==> config.mk <==
export PLATFORM = sky130hd
export DESIGN_NAME = fifo_in_rd_statemachine
export DESIGN_NICKNAME = d
export VERILOG_FILES = /design/src/rtl/fifo_in_rd_statemachine.sv
export SDC_FILE = /design/constraint.sdc
export NUM_CORES = 1
export LEC_CHECK = 0
export ABC_AREA = 1
export CORE_ASPECT_RATIO = 1.75
export CORE_MARGIN = 4
export CORE_UTILIZATION = 69
export DETAILED_ROUTE_END_ITERATION = 16
export DONT_BUFFER_PORTS = 1
export PLACE_DENSITY = 0.85
export SLEW_MARGIN = 20
export SYNTH_ARGS = -nofsm -noshare
export SYNTH_HDL_FRONTEND = slang
export SYNTH_SLANG_ARGS = --single-unit
==> constraint.sdc <==
create_clock -name clk -period 5.6 [get_ports clk]
set_input_delay 0.56 -clock clk [delete_from_list [all_inputs] [get_ports clk]]
set_output_delay 0.56 -clock clk [all_outputs]
set_load 0.01 [all_outputs]
==> src/rtl/fifo_in_rd_statemachine.sv <==
// Read-side controller for FIFO_In: drains one range bin at a time with sop/eop framing and FFT handshaking.
// Optional empty-stall watchdog enabled by defining RD_TIMEOUT_EN.
module fifo_in_rd_statemachine #(
    parameter int GAP_CYCLES     = 2,
    parameter int TIMEOUT_CYCLES = 1024
) (
    input  logic        clk,
    input  logic        rst,
    input  logic        start,
    input  logic [15:0] nPointsPerBin,
    input  logic [7:0]  nRangeBins,
    input  logic        fifo_empty,
    input  logic        fft_ready,
    output logic        rd_en,
    output logic        data_valid,
    output logic        bin_sop,
    output logic        bin_eop,
    output logic [8:0]  bin_index,
    output logic        busy,
    output logic        done,
    output logic        timeout_err
);

    typedef enum logic [2:0] {
        IDLE,
        WAIT_READY,
        READ_BIN,
        BIN_GAP,
        DONE
    } state_t;

    localparam int GAP_W = (GAP_CYCLES > 1) ? $clog2(GAP_CYCLES) : 1;

    state_t           state;
    logic [14:0]      words_q;
    logic [14:0]      word_cnt;
    logic [8:0]       nbins_q;
    logic [8:0]       bin_cnt;
    logic [GAP_W-1:0] gap_cnt;
    logic             last_word;
    logic             timeout_hit;
    logic             unused_lsb;

    // Two samples per FIFO word, so the sample-count LSB never matters.
    assign unused_lsb = nPointsPerBin[0];

    // NOTE: rd_en is decoded combinationally so the FIFO sees the read in the same cycle the empty flag is low.
    assign rd_en     = (state == READ_BIN) && !fifo_empty;
    assign busy      = (state != IDLE);
    assign last_word = (word_cnt == words_q - 15'd1);

`ifdef RD_TIMEOUT_EN
    localparam int TO_W = $clog2(TIMEOUT_CYCLES + 1);

    logic [TO_W-1:0] to_cnt;

    assign timeout_hit = (state == READ_BIN) && fifo_empty &&
                         (to_cnt == TO_W'(TIMEOUT_CYCLES - 1));

    always_ff @(posedge clk) begin
        if (rst) begin
            to_cnt      <= '0;
            timeout_err <= 1'b0;
        end else begin
            if ((state == READ_BIN) && fifo_empty)
                to_cnt <= timeout_hit ? '0 : to_cnt + 1'b1;
            else
                to_cnt <= '0;
            if (timeout_hit)
                timeout_err <= 1'b1;
            else if ((state == IDLE) && start)
                timeout_err <= 1'b0;
        end
    end
`else
    assign timeout_hit = 1'b0;
    assign timeout_err = 1'b0;
`endif

    // NOTE: every register here uses <= so all updates see the pre-edge values of their neighbours.
    always_ff @(posedge clk) begin
        if (rst) begin
            state      <= IDLE;
            words_q    <= '0;
            nbins_q    <= '0;
            word_cnt   <= '0;
            bin_cnt    <= '0;
            gap_cnt    <= '0;
            data_valid <= 1'b0;
            bin_sop    <= 1'b0;
            bin_eop    <= 1'b0;
            bin_index  <= '0;
            done       <= 1'b0;
        end else begin
            // FIFO dout arrives one cycle after rd_en, so the framing flags ride one cycle behind it.
            data_valid <= rd_en;
            bin_sop    <= rd_en && (word_cnt == 15'd0);
            bin_eop    <= rd_en && last_word;
            if (rd_en)
                bin_index <= bin_cnt;
            done <= (state == DONE);

            case (state)
                IDLE: begin
                    if (start) begin
                        words_q  <= nPointsPerBin[15:1];
                        nbins_q  <= {1'b0, nRangeBins} + 9'd1;
                        word_cnt <= '0;
                        bin_cnt  <= '0;
                        gap_cnt  <= '0;
                        state    <= (nPointsPerBin[15:1] == 15'd0) ? DONE : WAIT_READY;
                    end
                end
                WAIT_READY: begin
                    if (fft_ready)
                        state <= READ_BIN;
                end
                READ_BIN: begin
                    if (timeout_hit) begin
                        state <= IDLE;
                    end else if (rd_en) begin
                        if (last_word) begin
                            word_cnt <= '0;
                            bin_cnt  <= bin_cnt + 9'd1;
                            state    <= (bin_cnt < nbins_q - 9'd1) ? BIN_GAP : DONE;
                        end else begin
                            word_cnt <= word_cnt + 15'd1;
                        end
                    end
                end
                BIN_GAP: begin
                    if (gap_cnt == GAP_W'(GAP_CYCLES - 1)) begin
                        gap_cnt <= '0;
                        state   <= WAIT_READY;
                    end else begin
                        gap_cnt <= gap_cnt + 1'b1;
                    end
                end
                DONE:    state <= IDLE;
                default: state <= IDLE;
            endcase
        end
    end

endmodule
After elaboration in Yosys (flattened, before gate mapping)
Index checks and enable logic that the tools add are counted.
- logic and storage cells: 62
- output and inout bits: 16
- input bits: 29
- register bits: 65
- $lt $le $gt $ge: 1
- add/subtract/negate cells: 6
- muxes and demuxes: 19
- reduce and logical (&&, ||, !) cells: 15
- equal/unequal tests: 10
- operator list (cell ; count):
    $mux 15 ; 3
    $logic_not 15->1 ; 2
    $pmux 15 s2 ; 1
    $mux 9 ; 3
    $mux 3 ; 7
    $pmux 9 s2 ; 1
    $add 15x1->15 const B ; 1
    $eq 15x15->1 ; 1
    $sub 15x1->15 const B ; 1
    $pmux 3 s4 ; 1
    $ne 2x2->1 const B ; 5
    $add 8x1->9 const B ; 1
    $add 9x1->9 const B ; 1
    $lt 9x9->1 ; 1
    $sub 9x1->9 const B ; 1
    $eq 3x2->1 const B ; 2
    $reduce_and 5->1 ; 1
    $reduce_and 2->1 ; 2
    $reduce_and 4->1 ; 1
    $reduce_bool 2->1 ; 2
    $eq 3x1->1 const B ; 1
    $eq 3x3->1 const B ; 1
    $logic_and 1x1->1 ; 3
    $logic_not 3->1 ; 1
    6 further kinds ; 7

Longest topological paths before layout
- depth in word-level cells: 6
- depth in mapped cells: 16
- mapped depth without buffers: 16

Least setup slack after synthesis
No wires, ideal clock.
- kind: flip-flop to flip-flop
- start point: reg nbins_q[0]
- end point: reg state[0]
- cell stages (with the launch flop): 14
- period minus slack after synthesis: 2049 ps
- library setup time: 132 ps
- path buffers: 0
- arrival time: 1917 ps
- data required time: 5468 ps
- slack: 3551 ps
- cell sequence: dfxtp_1 > inv_1 > ha_1 > nand4_1 > nor3_1 > xnor2_1 > ha_1 > inv_1 > nor3_1 > o211ai_1 > nand4_1 > nand3_1 > nand3_1 > a21oi_1
- cells in the longest elaborated chain, start to end: 6
- RTL lines (element ; RTL line ; RTL):
    start: declaration ; 37 ; logic [8:0] nbins_q;
    start signal: assignment ; 107 ; nbins_q <= {1'b0, nRangeBins} + 9'd1;
    $sub 9x1->9 ; 125 ; state <= (bin_cnt < nbins_q - 9'd1) ? BIN_GAP : DONE;
    $lt 9x9->1 ; 125 ;
    $mux 3 ; 125 ;
    $mux 3 ; 122 ; if (last_word) begin
    $mux 3 ; 121 ; end else if (rd_en) begin
    $pmux 3 s4 ; 103 ; case (state)
    end signal: assignment ; 111 ; state <= (nPointsPerBin[15:1] == 15'd0) ? DONE : WAIT_READY;
    end signal: assignment ; 125 ;
    end: declaration ; 34 ; state_t state;
Every way passes these cells. The select of a mux whose other input is x is not followed.
A chain may end at the register's enable or synchronous reset.

Worst setup path in the final report
- start point: reg state[0]
- end point: reg nbins_q[6]
- cells in the longest elaborated chain, start to end: 2
- RTL lines (element ; RTL line):
    $logic_not 3->1 ; 103
    $reduce_and 2->1 (no line) ; --
Every way passes these cells.

==> out/metrics.cfg <==
[power]
powerDensity_nw_per_um2=401
p_leak_nw=1.70
p_total_w=0.00162
ir_drop_uv=255

[finish]
diodes=0
syn_to_final_growth_pct=4.05
finalInstanceArea_um2=4050
nets=598
utilization_pct=75.1
drive_above_1_share_pct=9.86

[route]
first_iter_violations=175
dr_total_vias=3601
final_antenna_net_count=0
wire_per_inst_um=14.7
vias_per_cell=5.70
drcViolationCount=0
wl_um=9300
firstDrtPassIters=8

[yosys]
synth_seq_cells=65
syn_area_um2=3890
synth_simple_gate_area_share_pct=34.2
yosysSeqAreaShare_pct=33.5
synthXorXnorAreaFrac_pct=7.43
synth-compound-area-share_pct=11.9
yosys_warnings=0
avgSynthCellArea_um2=6.96
synth_cells=559
muxShareOfSynthArea_pct=0
synth_ff_type=dfxtp_1
yosys.area_share.adder_pct=4.50
synth_top_family_by_area=simple AND/OR/NAND/NOR gates
synth_fp_nets=602
synth_edf_count=0
synth_cell_types=44
synth_async_sr_flop_share_pct=0

[clocking]
cts_resized=0
hold_buffers=0
post_cts_buffers=0
cts-root-buf=clkbuf_8
cts_tree=done
insertion_delay_ns=0.34
cts_buffers=9
clock-sinks=65
htreeDepth=3
clk_pin_slew_ns=0.07
clockBufferDepth=2

[sta]
hold_viol_final=0
fmax_mhz=335
rsz0062_at_grt=no
finalClockSkew_ns=0.00863
fin_crit_ns=2.98
fin_crit_sh_pct=53.2
tightest_slew_ns=1.12
finalSetupViolations=0
slew_viol_final=0
totalNegativeSetupSlack_ns=0
slew_headroom_pct=25.2

[worst_setup_path]
worst-endpoint-arrival_ns=3.22
path_class=reg2reg
required_ns=5.84
startpoint_type=flip-flop
crit_path_max_fanout=32
critPathCaptureType=flip-flop

[placed_design]
place_congestion=0.831
dp.final_hpwl_um=7130
io_buffer_count=0
dpl_cell_area_um2=3900

[min_path]
min_path_type=in2reg

[global_routing]
grt_use_total_pct=28.8
grt_pass1_vias=3528
grt_pass1_wl_um=15500
grt_remaining_overflow=0
grt_max_degree=33
antenna_found_initial=0

[flow_run]
drv_cap=0

[floorplan]
pin_count=45
die_h_um=107
rows=35
core_area_um2=5390
die_area_um2=6950
die_x_um=64.8
start_util_pct=72.2

[status]
status=finished, final reports clean

final timing paths:
path	start	endpoint	slack, ns	cells after the start
setup / recovery	state[0]	nbins_q[6]	2.62	8
hold / removal	rst	state[0]	0.28	1
setup reg to reg	state[0]	nbins_q[6]	2.62	8
hold reg to reg	words_q[14]	words_q[14]	0.48	2
per-stage QoR:
stage          instances  hold WS, ns  setup slack, ns
2_1_floorplan        559        0.448             3.55
3_3_place_gp         618        0.463             2.76
3_5_place_dp         618        0.470             2.67
4_1_cts              632        0.267             2.65
5_1_grt              632        0.262             2.37
6_report             632        0.278             2.62
logic make-up (layout without fill, tap and decap cells):
logic type               Yosys count  count (layout)
XOR/XNOR                          33              33
AO/OA/AOI/OAI                     86              86
buffers and inverters             80              79
AND/OR/NAND/NOR                  280             280
flip-flops                        65              65
other                              1               1
adder cells (fa/ha/maj)           14              14
critical path: stages, from the launching register on:
cell      delay (ns)
dfxtp_1         0.37
inv_1           0.08
nand2_1         0.10
nor2_1          0.07
nand2_1         0.83
clkinv_1        0.84
o21ai_0         0.36
o21bai_1        0.14
inv_1           0.06
synth_stat cells, types with 3 or more instances:
library cell / count / area, um^2
inv_1: 59 / 221
ha_1: 14 / 175
nand2_4: 3 / 33.8
nand3b_1: 3 / 22.5
xnor2_1: 10 / 87.6
nand4_1: 11 / 68.8
inv_2: 5 / 18.8
nor2_2: 19 / 119
nor2_4: 3 / 33.8
xor2_1: 23 / 201
nor2_1: 58 / 218
nor3_1: 17 / 85.1
dfxtp_1: 65 / 1300
nor4_1: 5 / 31.3
o21ai_0: 33 / 165
a21oi_1: 42 / 210
nand2_1: 113 / 424
clkbuf_1: 10 / 37.5
nand3_1: 34 / 170
nand2_2: 5 / 31.3
final cells by class:
class                   instances  area [um^2]
clock buffers                  10          128
fillers                       452         1340
inverters                      65          244
multi-input cells             414         2260
clock inverters                 4         22.5
flip-flops and latches         65         1300
well taps                      74         92.6
routing by layer:
layer  track usage [%]  routed length [um]  up-vias
li1                  -                   -     1800
met1              28.1                3340     1636
met2              53.3                4960      126
met3              6.79                 487       39
met4              17.1                 512        0
met5                 0                   0        -
state kept, by name (all words and copies together) (netlist names):
name and flops:
word_cnt 15, words_q 15, bin_cnt 9, bin_index 9, nbins_q 9, state 3, bin_eop 1, bin_sop 1
data_valid 1, done 1, gap_cnt 1
layout by cell type, fill, tap and decap left out, types with 9 or more instances in the layout:
master	synthesis	routed
inv_1	59	59
clkbuf_8	0	9
nand4_1	11	11
a21oi_1	42	42
nand2_1	113	113
dfxtp_1	65	65
xnor2_1	10	10
nand3_1	34	34
nor2_2	19	19
ha_1	14	14
nor2_1	58	58
nor3_1	17	17
o21ai_0	33	33
xor2_1	23	23
where the power goes:
part           switching [W]  total, W  internal [W]  leakage [nW]
clock network       0.000169  0.000323      0.000153        0.0778
registers          0.0000699  0.000599      0.000529         0.530
logic               0.000472  0.000703      0.000232          1.09
(Power assumes the default switching activity.)
